--- src/rtl/adder_sched_pkg.sv ---
// Shared definitions for the nibble-serial, two-requester adder scheduler.
package adder_sched_pkg;
    localparam int NIB_DEFAULT = 2;
    localparam int NREQ        = 2;

    typedef enum logic [1:0] {
        IDLE = 2'd0,
        CALC = 2'd1,
        DONE = 2'd2
    } state_t;
endpackage

--- src/rtl/adder_sched_adder4.sv ---
// 4-bit ripple-carry adder built from per-bit full adders.
module adder4 (
    input  logic [3:0] a,
    input  logic [3:0] b,
    input  logic       cin,
    output logic [3:0] s,
    output logic       cout
);
    logic [4:0] c;

    assign c[0] = cin;

    generate
        for (genvar gi = 0; gi < 4; gi++) begin : g_fa
            assign s[gi]    = a[gi] ^ b[gi] ^ c[gi];
            assign c[gi+1]  = (a[gi] & b[gi]) | (c[gi] & (a[gi] ^ b[gi]));
        end
    endgenerate

    assign cout = c[4];
endmodule

--- src/rtl/adder_sched.sv ---
// Round-robin scheduler sharing one 4-bit adder between two requesters,
// adding NIB nibbles LSB first, one per cycle.
module adder_sched
    import adder_sched_pkg::*;
#(
    parameter int NIB = NIB_DEFAULT
) (
    input  logic                 clk,
    input  logic                 rst_n,
    input  logic [NREQ-1:0]      req,
    input  logic [4*NIB-1:0]     a0,
    input  logic [4*NIB-1:0]     b0,
    input  logic [4*NIB-1:0]     a1,
    input  logic [4*NIB-1:0]     b1,
    output logic [NREQ-1:0]      gnt,
    output logic [NREQ-1:0]      done,
    output logic [4*NIB-1:0]     sum,
    output logic                 carry,
    output logic                 busy
);
    localparam int W  = 4 * NIB;
    localparam int CW = (NIB > 1) ? $clog2(NIB) : 1;

    state_t          state_reg;
    logic [NREQ-1:0] gnt_reg;
    logic [NREQ-1:0] done_reg;
    logic [W-1:0]    sum_reg;
    logic            carry_reg;
    logic [W-1:0]    a_sh_reg;
    logic [W-1:0]    b_sh_reg;
    logic [W-1:0]    res_sh_reg;
    logic            cin_reg;
    logic            last_reg;
    logic [CW-1:0]   cnt_reg;

    logic [3:0]      nib_s;
    logic            nib_c;
    logic            win;
    logic            last_nib;
    logic [W-1:0]    res_next;

    adder4 u_adder4 (
        .a    (a_sh_reg[3:0]),
        .b    (b_sh_reg[3:0]),
        .cin  (cin_reg),
        .s    (nib_s),
        .cout (nib_c)
    );

    // Contention goes to whoever was not served last; otherwise the lone requester.
    assign win      = (req == 2'b11) ? ~last_reg : req[1];
    assign last_nib = (cnt_reg == CW'(NIB - 1));
    // Result nibbles enter at the top and shift down, so after NIB steps they sit in place.
    assign res_next = (res_sh_reg >> 4) | (W'(nib_s) << (W - 4));

    always_ff @(posedge clk or negedge rst_n) begin
        if (!rst_n) begin
            state_reg  <= IDLE;
            gnt_reg    <= '0;
            done_reg   <= '0;
            sum_reg    <= '0;
            carry_reg  <= 1'b0;
            a_sh_reg   <= '0;
            b_sh_reg   <= '0;
            res_sh_reg <= '0;
            cin_reg    <= 1'b0;
            last_reg   <= 1'b1;
            cnt_reg    <= '0;
        end else begin
            case (state_reg)
                IDLE: begin
                    done_reg <= '0;
                    if (|req) begin
                        state_reg <= CALC;
                        gnt_reg   <= win ? 2'b10 : 2'b01;
                        last_reg  <= win;
                        a_sh_reg  <= win ? a1 : a0;
                        b_sh_reg  <= win ? b1 : b0;
                        cnt_reg   <= '0;
                        cin_reg   <= 1'b0;
                    end
                end
                CALC: begin
                    a_sh_reg   <= a_sh_reg >> 4;
                    b_sh_reg   <= b_sh_reg >> 4;
                    cin_reg    <= nib_c;
                    res_sh_reg <= res_next;
                    cnt_reg    <= cnt_reg + CW'(1);
                    if (last_nib) begin
                        state_reg <= DONE;
                        sum_reg   <= res_next;
                        carry_reg <= nib_c;
                        done_reg  <= gnt_reg;
                    end
                end
                DONE: begin
                    state_reg <= IDLE;
                    done_reg  <= '0;
                    gnt_reg   <= '0;
                end
                default: begin
                    state_reg <= IDLE;
                    done_reg  <= '0;
                    gnt_reg   <= '0;
                end
            endcase
        end
    end

    assign gnt   = gnt_reg;
    assign done  = done_reg;
    assign sum   = sum_reg;
    assign carry = carry_reg;
    assign busy  = (state_reg != IDLE);
endmodule

--- config.mk ---
export PLATFORM = sky130hd
export DESIGN_NAME = adder_sched
export DESIGN_NICKNAME = d
export VERILOG_FILES = /design/src/rtl/adder_sched_pkg.sv /design/src/rtl/adder_sched_adder4.sv /design/src/rtl/adder_sched.sv
export SDC_FILE = /design/constraint.sdc
export NUM_CORES = 1
export LEC_CHECK = 0
export BUFFER_PORTS_ARGS = -buffer_cell sky130_fd_sc_hd__clkbuf_2
export CAP_MARGIN = 30
export CORE_MARGIN = 10
export CORE_UTILIZATION = 47
export DETAILED_ROUTE_END_ITERATION = 16
export PLACE_DENSITY = 0.75
export SLEW_MARGIN = 20
export SYNTH_ARGS = -nofsm -noshare
export SYNTH_HDL_FRONTEND = slang
export SYNTH_SLANG_ARGS = --single-unit
export TNS_END_PERCENT = 5
--- constraint.sdc ---
create_clock -name clk -period 2.2 [get_ports clk]
set_input_delay 0.11 -clock clk [delete_from_list [all_inputs] [get_ports clk]]
set_output_delay 0.11 -clock clk [all_outputs]
set_load 0.005 [all_outputs]
==> flow_metrics.py, run 1 <==
metrics = {
    "critical_path": {
        "timing.critical_path.from_type": "flop",
        "worstSetupStartpoint": "a_sh_reg[0]$_DFFE_PN0P_",
        "cp_slowest_stage_delay_ns": 0.43,
        "critPathSlowestCell": "sky130_fd_sc_hd__fa_1",
        "timing_worst_setup_path_type": "flop to flop",
        "worstSetupEndpointType": "flop",
        "worst-path-max-fanout": 2,
        "cp_data_arrival_time_ns": 2.31,
        "crit_path_cell_trace": "fa_2, inv_2, fa_2, inv_1, fa_2, inv_2, fa_1, o21ai_1",
        "timing.critical_path.required_ns": 2.41,
        "crit-reg2reg-launch": "a_sh_reg[0]$_DFFE_PN0P_",
        "cpMostUsedCell": "sky130_fd_sc_hd__fa_2",
    },
    "logic_synthesis": {
        "synth.lib_cells_used.distinct": 31,
        "asyncSetResetFlopFracSynth_pct": 100,
        "netlist.top_cell.by_area": "sky130_fd_sc_hd__dfrtp_1",
        "synthMostInstantiatedCell": "sky130_fd_sc_hd__dfrtp_1",
        "synth_seq_area_share_pct": 51.1,
        "post_synth_inst_count": 174,
        "yosysWarnings": 0,
        "synth.cell_area_um2": 1860,
        "synth.top_cells.by_area": "sky130_fd_sc_hd__dfrtp_1 50%, sky130_fd_sc_hd__o21ai_0 5.4%, sky130_fd_sc_hd__fa_1 4.3%",
        "synth_edf_count": 0,
        "syn-num-nets": 214,
        "ys_ff_latch": 38,
        "synthDominantCellAreaShare_pct": 49.7,
        "synth_top_cells_by_count": "37 x sky130_fd_sc_hd__dfrtp_1, 20 x sky130_fd_sc_hd__o21ai_0, 12 x sky130_fd_sc_hd__nand2_1",
        "synth-main-ff-cell": "sky130_fd_sc_hd__dfrtp_1",
        "avgSynthCellArea_um2": 10.7,
    },
    "die": {
        "design.die.area_um2": 6880,
        "die_h_um": 83.0,
        "placementRows": 22,
        "core_region_area_um2": 3740,
        "pin_count": 50,
        "die_x_um": 83.0,
        "initial_standard_cell_utilization_of_the_core_pct": 49.8,
    },
    "placement": {
        "gp_congestion": 0.768,
        "numPortBuffers": 49,
        "post_dp_hpwl_um": 3270,
        "placed_cells": 264,
    },
    "cts": {
        "cts-root-to-sink-buffers": 2,
        "post_cts_buffers": 0,
        "cts_tree": "built",
        "cts.htree.levels": 2,
        "clock_sink_count": 38,
        "ctsRootBufferMaster": "sky130_fd_sc_hd__clkbuf_8",
        "cts_inserted_buffers": 5,
        "worst_skew_pair.late_latency_ns": 0.29,
        "clk_pin_slew_ns": 0.07,
    },
    "layout": {
        "final_layout_size_suffix_gt1_share_pct": 33.6,
        "area_growth_pct": 22.5,
        "n_antenna_cell": 0,
        "layout_nets": 265,
        "final_cells": 274,
        "final_util_pct": 61.0,
    },
    "routing": {
        "dr.pass1.iters": 4,
        "wl_um": 4290,
        "wl_cell_um": 15.6,
        "drc_violation_total_after_the_first_tritonroute_iteration": 53,
        "vias_post_dr": 1483,
        "drt.antenna.violating_nets": 0,
        "drc_errors": 0,
        "avgViaCountPerCell": 5.41,
    },
    "timing": {
        "max_freq_mhz": 477,
        "slew_headroom_pct": 45.4,
        "unrepaired_setup_endpoints_after_global_routing": "no",
        "maxSlewViolCount": 0,
        "final.min_clock_period_ns": 2.10,
        "hold_viol_final": 0,
        "fin_crit_sh_pct": 95.4,
        "holdWs_ns": 0.0470,
        "number_of_failing_setup_endpoints_in_the_final_timing_report": 0,
        "timing.clock.skew_ns": 0.00587,
        "final_layout_setup_total_negative_slack_ns": 0,
        "max_slew.worst_pin.slew_ns": 0.819,
    },
    "global_routing": {
        "gr-usage-all-layers_pct": 12.7,
        "global_route.overflow_total": 0,
        "initial_antenna_violation_count": 0,
        "first_pass_grt_wire_length_um": 7450,
        "largest_net_degree_at_the_start_of_global_routing": 39,
        "vias_in_the_first_global_route": 1631,
    },
    "worst_hold_path": {
        "hp-start": "a1[5]",
        "min-delay-path-class": "primary input to flop",
    },
    "status": {
        "outcome": "finished, final reports clean",
    },
    "pwr": {
        "p_leak_uw": 0.00111,
        "ir_worst_vdd_v": 0.000618,
        "p_per_area_nw_per_um2": 1370,
    },
    "run": {
        "max_cap_violations": 0,
    },
}
[cell families after synthesis]
group | Yosys count | synth area share (%)
fa+ha+maj | 4 | 4.30
simple gates | 50 | 14.6
mux | 13 | 7.39
compound gates | 47 | 17.3
buf+inv | 22 | 5.24
flops | 38 | 51.1
[path summary, 6_finish.rpt]
path | end | cells after the start | slack, ns
worst min register to register | res_sh_reg[6]$_DFFE_PN0P_ | 2 | 0.48
worst max register to register | sum[7]$_DFFE_PN0P_ | 8 | 0.10
worst max-delay path | sum[7]$_DFFE_PN0P_ | 8 | 0.10
max in group asynchronous | b_sh_reg[3]$_DFFE_PN0P_ | 3 | 1.47
min in group asynchronous | gnt[0]$_DFFE_PN0P_ | 2 | 0.28
worst min-delay path | a_sh_reg[5]$_DFFE_PN0P_ | 3 | 0.05
[power by group]
part / total [uW] / switching (uW) / internal, uW / leakage [uW]
logic: 1380 / 737 / 642 / 0.000586
clock network: 486 / 234 / 253 / 0.0000482
registers: 1250 / 218 / 1040 / 0.000477
[routing by layer]
| metal | GRT usage, % | vias to the layer above | routed length (um) |
|---|---|---|---|
| met1 | 14.8 | 713 | 1880 |
| met5 | 0 | - | 0 |
| met3 | 6.25 | 5 | 347 |
| met4 | 4.15 | 0 | 49 |
| li1 | - | 714 | - |
| met2 | 19.8 | 51 | 2010 |
[cell usage in the layout, fill, tap and decap left out, types with 4 or more instances in the layout]
| master | netlist | final |
|---|---|---|
| sky130_fd_sc_hd__clkbuf_2 | 0 | 49 |
| sky130_fd_sc_hd__dfrtp_1 | 37 | 37 |
| sky130_fd_sc_hd__o21ai_0 | 20 | 18 |
| sky130_fd_sc_hd__nand2_1 | 12 | 12 |
| sky130_fd_sc_hd__nor2b_1 | 9 | 9 |
| sky130_fd_sc_hd__inv_1 | 10 | 8 |
| sky130_fd_sc_hd__and2_1 | 8 | 8 |
| sky130_fd_sc_hd__a221oi_1 | 8 | 8 |
| sky130_fd_sc_hd__o31ai_1 | 8 | 8 |
| sky130_fd_sc_hd__mux2i_1 | 7 | 7 |
| sky130_fd_sc_hd__mux2_2 | 6 | 6 |
| sky130_fd_sc_hd__nand3_1 | 6 | 6 |
| sky130_fd_sc_hd__o2bb2ai_1 | 6 | 6 |
| sky130_fd_sc_hd__clkbuf_8 | 0 | 6 |
| sky130_fd_sc_hd__buf_4 | 1 | 5 |
| sky130_fd_sc_hd__nor2_1 | 4 | 4 |
[stage by stage]
step	power, uW	setup WS (ns)	instance area [um^2]
final	3120	0.102	2280
after global routing	3430	0.00544	2280
after CTS	3130	0.0185	2250
after detailed placement	2630	-0.00992	2150
after global placement	2570	0.0543	2150
after floorplan	2180	0.125	1860
[what timing repair did]
item | 4_1_cts | 5_1_grt
hold buffers | 1 | 0
endpoints found under the setup margin | 1 | 2
pin swaps | 0 | 3
resized for setup | 1 | 6
endpoints found under the hold margin | 37 | 0
[critical path, delay by kind of cell, from the launching register on]
family | cells | cell delay [ns]
adders and majority gates | 4 | 1.32
DFF | 1 | 0.40
buffers and inverters | 3 | 0.17
AOI/OAI and AO/OA | 1 | 0.14
[area by class of cell]
class	instances	area, um^2
clock buffers	7	86.3
clock inverters	1	5.00
fillers	334	1460
inverters	10	37.5
multi-input cells	114	821
flip-flops and latches	38	952
well taps	48	60.1
repair buffers	56	320
Power figures use the tool's default switching activity.
==> run 2: changes to the inputs <==
- SETUP_SLACK_MARGIN: unset -> 0.5
==> run 2 against run 1 <==
Against the previous run:
- sequential power grew 3%
- routed wire length increased by 0.86%
- setup slack improved by 0.0085 ns
- global-route usage up 0.25 points
- critical endpoint unchanged
- first-iteration DRC count is 15% higher
- utilization grew 0.17 points
- non-clock buffer count down 1
==> flow_metrics.py, run 2 (synthesized netlist as in run 1, its figures left out) <==
metrics = {
    "timing": {
        "max_freq_mhz": 479,
        "final.min_clock_period_ns": 2.09,
        "fin_crit_sh_pct": 95.0,
        "unrepaired_setup_endpoints_after_global_routing": "yes",
        "slew_headroom_pct": 47.4,
        "max_slew.worst_pin.slew_ns": 0.788,
        "timing.clock.skew_ns": 0.00368,
        "number_of_failing_setup_endpoints_in_the_final_timing_report": 0,
        "final_layout_setup_total_negative_slack_ns": 0,
        "hold_viol_final": 0,
        "maxSlewViolCount": 0,
    },
    "critical_path": {
        "worst-r2r-setup-slack_ns": 0.11,
        "timing_worst_setup_path_type": "flop to flop",
        "worst-path-max-fanout": 2,
        "timing.critical_path.from_type": "flop",
        "worstSetupEndpointType": "flop",
        "timing.critical_path.required_ns": 2.41,
        "cp_data_arrival_time_ns": 2.30,
    },
    "cts": {
        "post_cts_resized": 0,
        "ctsRootBufferMaster": "sky130_fd_sc_hd__clkbuf_8",
        "post_cts_buffers": 0,
        "cts-root-to-sink-buffers": 2,
        "clock_sink_count": 38,
        "cts_inserted_buffers": 5,
        "worst_skew_pair.late_latency_ns": 0.29,
        "cts.htree.levels": 2,
        "clk_pin_slew_ns": 0.07,
        "cts_tree": "built",
    },
    "global_routing": {
        "vias_in_the_first_global_route": 1636,
        "initial_antenna_violation_count": 0,
        "grt_use_met3_pct": 5.27,
        "global_route.overflow_total": 0,
        "use_met2_pct": 20.3,
        "grt-busiest-layer": "met2",
        "met1_usage_pct": 16.1,
        "largest_net_degree_at_the_start_of_global_routing": 39,
        "first_pass_grt_wire_length_um": 7690,
        "gr-usage-all-layers_pct": 12.9,
    },
    "pwr": {
        "p_per_area_nw_per_um2": 1410,
        "design_power_total_uw": 3220,
        "p_leak_uw": 0.00111,
        "ir_worst_vdd_v": 0.000640,
    },
    "die": {
        "die_h_um": 83.0,
        "initial_standard_cell_utilization_of_the_core_pct": 49.8,
        "pin_count": 50,
        "core_region_area_um2": 3740,
        "design.die.area_um2": 6880,
        "die_x_um": 83.0,
        "placementRows": 22,
    },
    "layout": {
        "final_layout_size_suffix_gt1_share_pct": 33.5,
        "final_common_cell": "sky130_fd_sc_hd__clkbuf_2",
        "area_growth_pct": 22.8,
        "layout.cells.most_common_list": "49 x sky130_fd_sc_hd__clkbuf_2, 37 x sky130_fd_sc_hd__dfrtp_1, 18 x sky130_fd_sc_hd__o21ai_0, 12 x sky130_fd_sc_hd__nand2_1, 9 x sky130_fd_sc_hd__nor2b_1",
        "nFillCells": 340,
        "n_antenna_cell": 0,
        "layout_nets": 264,
    },
    "routing": {
        "dr.pass1.iters": 4,
        "vias_post_dr": 1484,
        "wl_cell_um": 15.9,
        "drt.antenna.violating_nets": 0,
        "drc_errors": 0,
        "wl_um": 4320,
        "avgViaCountPerCell": 5.46,
        "drc_violation_total_after_the_first_tritonroute_iteration": 61,
    },
    "worst_hold_path": {
        "min-delay-path-class": "primary input to flop",
    },
    "placement": {
        "gp_congestion": 0.752,
        "post_dp_hpwl_um": 3270,
        "numPortBuffers": 49,
    },
    "run": {
        "max_cap_violations": 0,
    },
    "status": {
        "outcome": "finished, final reports clean",
    },
}
run 2: changes by cell type in the layout (fill, tap and decap cells not counted):
cell	delta
sky130_fd_sc_hd__bufinv_16	+1
sky130_fd_sc_hd__clkinv_2	-1
sky130_fd_sc_hd__buf_4	-1
sky130_fd_sc_hd__buf_12	+1
sky130_fd_sc_hd__clkbuf_1	-1
sky130_fd_sc_hd__buf_16	-1
run 2: final cells by class:
type	instances	area, um^2	area share (%)
flip-flops and latches	38	952	41.6
multi-input cells	114	821	35.9
repair buffers	55	305	13.3
clock buffers	6	82.6	3.61
well taps	48	60.1	2.62
inverters	10	37.5	1.64
clock inverters	1	30.0	1.31
run 2: path summary, 6_finish.rpt:
| path | startpoint | end | cells past startpoint |
|---|---|---|---|
| worst min-delay path | a1[5] | a_sh_reg[5]$_DFFE_PN0P_ | 3 |
| worst max register to register | a_sh_reg[0]$_DFFE_PN0P_ | sum[7]$_DFFE_PN0P_ | 8 |
| min in group asynchronous | rst_n | done[1]$_DFFE_PN0N_ | 2 |
| worst max-delay path | a_sh_reg[0]$_DFFE_PN0P_ | sum[7]$_DFFE_PN0P_ | 8 |
| max in group asynchronous | rst_n | last_reg$_DFFE_PN1P_ | 3 |
| worst min register to register | res_sh_reg[6]$_DFFE_PN0P_ | res_sh_reg[6]$_DFFE_PN0P_ | 2 |
run 2: power breakdown:
group          switching, uW  internal, uW
Clock                    237           363
Combinational            706           633
Sequential               249          1040
Total                   1190          2030
run 2: metal layers:
metal,share of wire [%],routed length (um)
met5,0,0
met3,6.9,300
met2,46,2000
met4,1.4,60
met1,45,1960
run 2: timing repair:
action | CTS | global route
endpoints found under the hold margin | 37 | 0
endpoints found under the setup margin | 25 | 28
pin swaps | 2 | 0
hold buffers | 1 | 0
run 2: metrics by stage:
| step | std cells | util (%) | setup slack, ns | instance area [um^2] | hold slack [ns] |
|---|---|---|---|---|---|
| 4_1_cts | 271 | 60.6 | 0.109 | 2270 | 0.0410 |
| 2_1_floorplan | 174 | - | 0.189 | 1870 | -0.186 |
| 3_3_place_gp | 263 | 57.3 | 0.148 | 2150 | 0.292 |
| 6_report | 272 | 61.1 | 0.110 | 2290 | 0.0460 |
| 3_5_place_dp | 263 | 57.3 | 0.111 | 2150 | 0.291 |
| 5_1_grt | 272 | 61.1 | 0.0308 | 2290 | 0.0553 |
run 2: critical path: stages (launching register included):
cell and delay [ns]:
sky130_fd_sc_hd__dfrtp_1 0.40, sky130_fd_sc_hd__fa_2 0.39, sky130_fd_sc_hd__inv_2 0.06, sky130_fd_sc_hd__fa_2 0.18, sky130_fd_sc_hd__inv_1 0.05, sky130_fd_sc_hd__fa_2 0.33, sky130_fd_sc_hd__inv_2 0.06, sky130_fd_sc_hd__fa_1 0.42
sky130_fd_sc_hd__o21ai_1 0.13
